[config.mk]
export PLATFORM = sky130hd
export DESIGN_NAME = grey_sync_decoder
export DESIGN_NICKNAME = d
export VERILOG_FILES = /design/src/rtl/grey_sync_decoder.sv
export SDC_FILE = /design/constraint.sdc
export NUM_CORES = 1
export LEC_CHECK = 0
export CORE_AREA = 2 2 90 66
export CTS_CLUSTER_SIZE = 30
export DETAILED_ROUTE_END_ITERATION = 6
export DIE_AREA = 0 0 92 68
export PLACE_DENSITY = 0.43
export SLEW_MARGIN = 10
export SYNTH_ARGS = -nofsm -noshare
export SYNTH_HDL_FRONTEND = slang
export SYNTH_SLANG_ARGS = --single-unit
export TNS_END_PERCENT = 100
[constraint.sdc]
create_clock -name clk -period 4.29 [get_ports clk]
set_input_delay 0.429 -clock clk [delete_from_list [all_inputs] [get_ports clk]]
set_output_delay 0.429 -clock clk [all_outputs]
set_load 0.01 [all_outputs]
[src/rtl/grey_sync_decoder.sv]
// Consumer end of a gray-coded count crossing: synchronizes gray_in, decodes it to binary,
// reports the per-sample increment and flags illegal multi-bit transitions.
module grey_sync_decoder #(
  parameter int N           = 4,
  parameter int SYNC_STAGES = 2
) (
  input  logic         clk,
  input  logic         srst_n,
  input  logic [N-1:0] gray_in,
  input  logic         clr_err,
  output logic [N-1:0] bin_out,
  output logic [N-1:0] step_out,
  output logic         chg_pulse,
  output logic         multi_bit_err,
  output logic [7:0]   err_cnt
);

  localparam int WW = $clog2(SYNC_STAGES + 2);
  localparam logic [WW-1:0] PRIME_CNT = WW'(SYNC_STAGES + 1);

  function automatic logic [N-1:0] gray2bin(input logic [N-1:0] g);
    logic [N-1:0] b;
    b[N-1] = g[N-1];
    for (int i = N - 2; i >= 0; i--) begin
      b[i] = b[i+1] ^ g[i];
    end
    return b;
  endfunction

  // True when more than one bit of the difference vector is set.
  function automatic logic multi_bit(input logic [N-1:0] d);
    return (d & (d - {{(N-1){1'b0}}, 1'b1})) != {N{1'b0}};
  endfunction

  logic [N-1:0]  r_sync [SYNC_STAGES];
  logic [N-1:0]  r_prev_gray;
  logic [N-1:0]  r_bin;
  logic [N-1:0]  r_step;
  logic          r_chg;
  logic          r_err;
  logic [7:0]    r_err_cnt;
  logic [WW-1:0] r_warm;

  logic [N-1:0]  w_gray_q;
  logic [N-1:0]  w_bin_now;
  logic [N-1:0]  w_bin_prev;
  logic          w_primed;
  logic          w_chg;
  logic          w_err;

  assign w_gray_q   = r_sync[SYNC_STAGES-1];
  assign w_bin_now  = gray2bin(w_gray_q);
  assign w_bin_prev = gray2bin(r_prev_gray);
  assign w_primed   = (r_warm == PRIME_CNT);
  assign w_chg      = (w_gray_q != r_prev_gray);
  assign w_err      = w_primed & multi_bit(w_gray_q ^ r_prev_gray);

  // Synchronizer, warm-up counter, decode, change/step and error tracking.
  always_ff @(posedge clk) begin
    if (!srst_n) begin
      for (int i = 0; i < SYNC_STAGES; i++) begin
        r_sync[i] <= '0;
      end
      r_prev_gray <= '0;
      r_bin       <= '0;
      r_step      <= '0;
      r_chg       <= 1'b0;
      r_err       <= 1'b0;
      r_err_cnt   <= 8'd0;
      r_warm      <= '0;
    end else begin
      r_sync[0] <= gray_in;
      for (int i = 1; i < SYNC_STAGES; i++) begin
        r_sync[i] <= r_sync[i-1];
      end
      r_prev_gray <= w_gray_q;
      r_bin       <= w_bin_now;

      if (!w_primed) begin
        r_warm <= r_warm + {{(WW-1){1'b0}}, 1'b1};
      end else begin
        r_warm <= r_warm;
      end

      // Until primed, prev_gray may still hold reset zeros, so no change is reported.
      if (w_primed) begin
        r_chg  <= w_chg;
        r_step <= w_bin_now - w_bin_prev;
      end else begin
        r_chg  <= 1'b0;
        r_step <= '0;
      end

      if (w_err) begin
        r_err <= 1'b1;
        if (clr_err) begin
          r_err_cnt <= 8'd1;
        end else if (r_err_cnt == 8'd255) begin
          r_err_cnt <= r_err_cnt;
        end else begin
          r_err_cnt <= r_err_cnt + 8'd1;
        end
      end else if (clr_err) begin
        r_err     <= 1'b0;
        r_err_cnt <= 8'd0;
      end else begin
        r_err     <= r_err;
        r_err_cnt <= r_err_cnt;
      end
    end
  end

  assign bin_out       = r_bin;
  assign step_out      = r_step;
  assign chg_pulse     = r_chg;
  assign multi_bit_err = r_err;
  assign err_cnt       = r_err_cnt;

endmodule

==> flow_summary.toml <==
[outcome]
run_status = "completed"

[critical_path]
worstRegToRegCells = 8
worst-endpoint-arrival_ns = 2.39
critPathRequiredTime_ns = 4.46
cp-endpoint = "step_out[2]"
r2r-start = "r_sync[0][7]"
r2r-end = "step_out[2]"
worstSetupPathType = "flip-flop to flip-flop"
setup.reg_to_reg.worst_slack_ns = 2.07
worstPathMaxFanout = 4
timing.critical_path.from = "r_sync[0][7]"
timing.critical_path.to_type = "flip-flop"
start_kind = "flip-flop"

[global_route]
gr-total-overflow = 0
initial_antenna_violation_count = 0
grt_max_degree = 24
grt_pass1_vias = 923
global_route.usage.total = 0.08870
grt_first_pass_wirelength_um = 4271

[floorplanning]
design.core.area_um2 = 5468
die-area_um2 = 6256
chip_height_um = 68
top_level_ports = 25
die_w_um = 92
initial_core_util = 0.2371
num_rows = 23

[finish]
commonest_cells_after_routing_fill_and_taps_aside = "dfxtp_1 (31), clkdlybuf4s50_1 (24), and2_1 (15)"
postLayoutCoreUtil = 0.3108
final_cell_area_um2 = 1699
layout_commonest_cell = "dfxtp_1"
layout-drive-gt1-share = 0.06452
insertedDiodeCount = 0
number_of_nets_in_the_layout = 167
area.growth.synth_to_final_pct = 31.08

[timing]
finalHoldViolations = 0
layout_worst_path_cycle_share = 0.5181
min_setup_slack_post_route_ns = 2.067
timing_worst_slew_pin_value_ns = 0.6798
max_slew_margin = 0.5456
final.setup.tns_ns = 0
grt_setup_unrepaired = "false"
fin_crit_ns = 2.223
max_freq_ghz = 0.4499
maxSlewViolCount = 0
report.final.setup_viol = 0
worst_clock_skew_ns = 0.006465

[place]
place_congestion = 0.8105
pre_cts_setup_slack_ns = 2.047
hpwl_um = 1820
placed_area_um2 = 1610
port_bufs = 24

[clock_tree]
ctsRootBufferMaster = "clkbuf_8"
clk_latency_worst_skew_pair_ns = 0.28
clk_pin_slew_ns = 0.07
cts_resized = 0
cts_setup_buffers = 0
cts_tree = "built"
clock_path_buffers = 2
clkSinkCount = 31
hold_buf_count_cts = 0
cts_made_buffers = 5
cts_max_level = 2

[detailed_routing]
count_of_nets_left_with_antenna_violations_after_detail_routing = 0
detail_route.drc_violations = 0
finalWirelength_um = 2486
avgViaCountPerCell = 4.287
via_count = 986
wl_per_cell_um = 10.81
drt_iter0_drc = 41
first_pass_iters = 4

[yosys]
post_synthesis_instance_area_um2 = 1296
synthArstFlopShare = 0
synth_seq_cells = 31
synth_edf_count = 0
post-synth-top-area-fraction = 0.4788
synth_top_cells_by_area = "dfxtp_1 (48%), and2_1 (7.2%), xnor2_1 (6.1%)"
ys_types = 37
synth_area_leader_cell = "dfxtp_1"
yosysSeqAreaShare = 0.4788
synth-warning-count = 0
netlist_instances = 127
dominantRegCellSynth = "dfxtp_1"
postSynthAreaPerCell_um2 = 10.21
net_count_of_the_mapped_netlist = 140

[power_and_ir_drop]
vdd_drop_max_uv = 94.80
fin_total_pwr_mw = 0.6026
leakage_nw = 0.6123
power_density_nw_per_um2 = 354.7

[job]
maxCapViolations = 0

[min_path]
min-delay-path-class = "flip-flop to flip-flop"
## worst max-delay path, cell delays in order, from the launching register on
cell     delay, ns
dfxtp_1       0.37
xor2_1        0.27
xor2_1        0.42
xnor2_1       0.21
ha_1          0.18
inv_1         0.05
fa_1          0.37
xnor2_1       0.16
nor2_1        0.06
## cell families (layout without fill, tap and decap cells)
logic type      Yosys count  in the layout  share of synthesized area
mux                       1              1                   0.007722
simple gates             46             46                     0.2172
flops                    31             31                     0.4788
fa+ha+maj                 6              6                    0.06371
buf+inv                   7             35                    0.02413
xor+xnor                 13             13                    0.08784
compound gates           23             23                     0.1207
## area by class of cell
cell class / instances / area, um2
fillers: 586 / 3769
multi-input cells: 89 / 644.4
flip-flops and latches: 31 / 620.6
repair buffers: 24 / 240.2
well taps: 75 / 93.84
clock buffers: 5 / 68.82
clock inverters: 3 / 20.02
inverters: 3 / 11.26
## Yosys cell counts, drive strengths merged (2+ instances only)
cell / instances
o21ai: 3
nand2b: 3
buf: 2
nor2b: 3
xnor2: 9
a21oi: 8
o31ai: 3
and3: 4
nand2: 2
clkbuf: 2
dfxtp: 31
ha: 5
and2: 15
nor2: 4
inv: 3
nand3: 5
or4: 3
nor3: 2
xor2: 4
## per-stage QoR
step / instances / hold WS, ns
floorplan: 127 / 0.4119
global placement: 222 / 0.4176
detailed placement: 222 / 0.4199
CTS: 230 / 0.4373
global route: 230 / 0.4632
finish: 230 / 0.4341
## sequential cells by signal, summed over array words and instances (netlist names)
signal	count
err_cnt	8
step_out	4
r_sync	8
r_prev_gray	4
r_warm	2
bin_out	3
chg_pulse	1
multi_bit_err	1
## where the power goes
part | internal [mW] | leakage (nW) | switching (mW) | total [mW]
registers | 0.301 | 0.253 | 0.00635 | 0.307
clock network | 0.113 | 0.0402 | 0.112 | 0.224
logic | 0.0375 | 0.319 | 0.0339 | 0.0714
total | 0.451 | 0.612 | 0.152 | 0.603
## layer usage
metal / global-route usage / vias to the layer above / share of wire
li1: - / 497 / -
met1: 0.1096 / 454 / 0.49
met3: 0.03194 / 7 / 0.060
met2: 0.1360 / 28 / 0.43
met5: 0 / - / 0
met4: 0.05037 / 0 / 0.024
## how the worst min path moves through the flow
stage / from / to / slack [ns] / depth (start not counted)
after floorplan: r_sync[0][0] / r_sync[0][4] / 0.41 / 1
after global placement: r_sync[0][1] / r_sync[0][5] / 0.42 / 1
after global routing: r_sync[0][0] / r_sync[0][4] / 0.46 / 1
after CTS: r_sync[0][3] / r_sync[0][7] / 0.44 / 1
final: r_sync[0][1] / r_sync[0][5] / 0.43 / 1
after detailed placement: r_sync[0][3] / r_sync[0][7] / 0.42 / 1
Power figures use the tool's default switching activity.
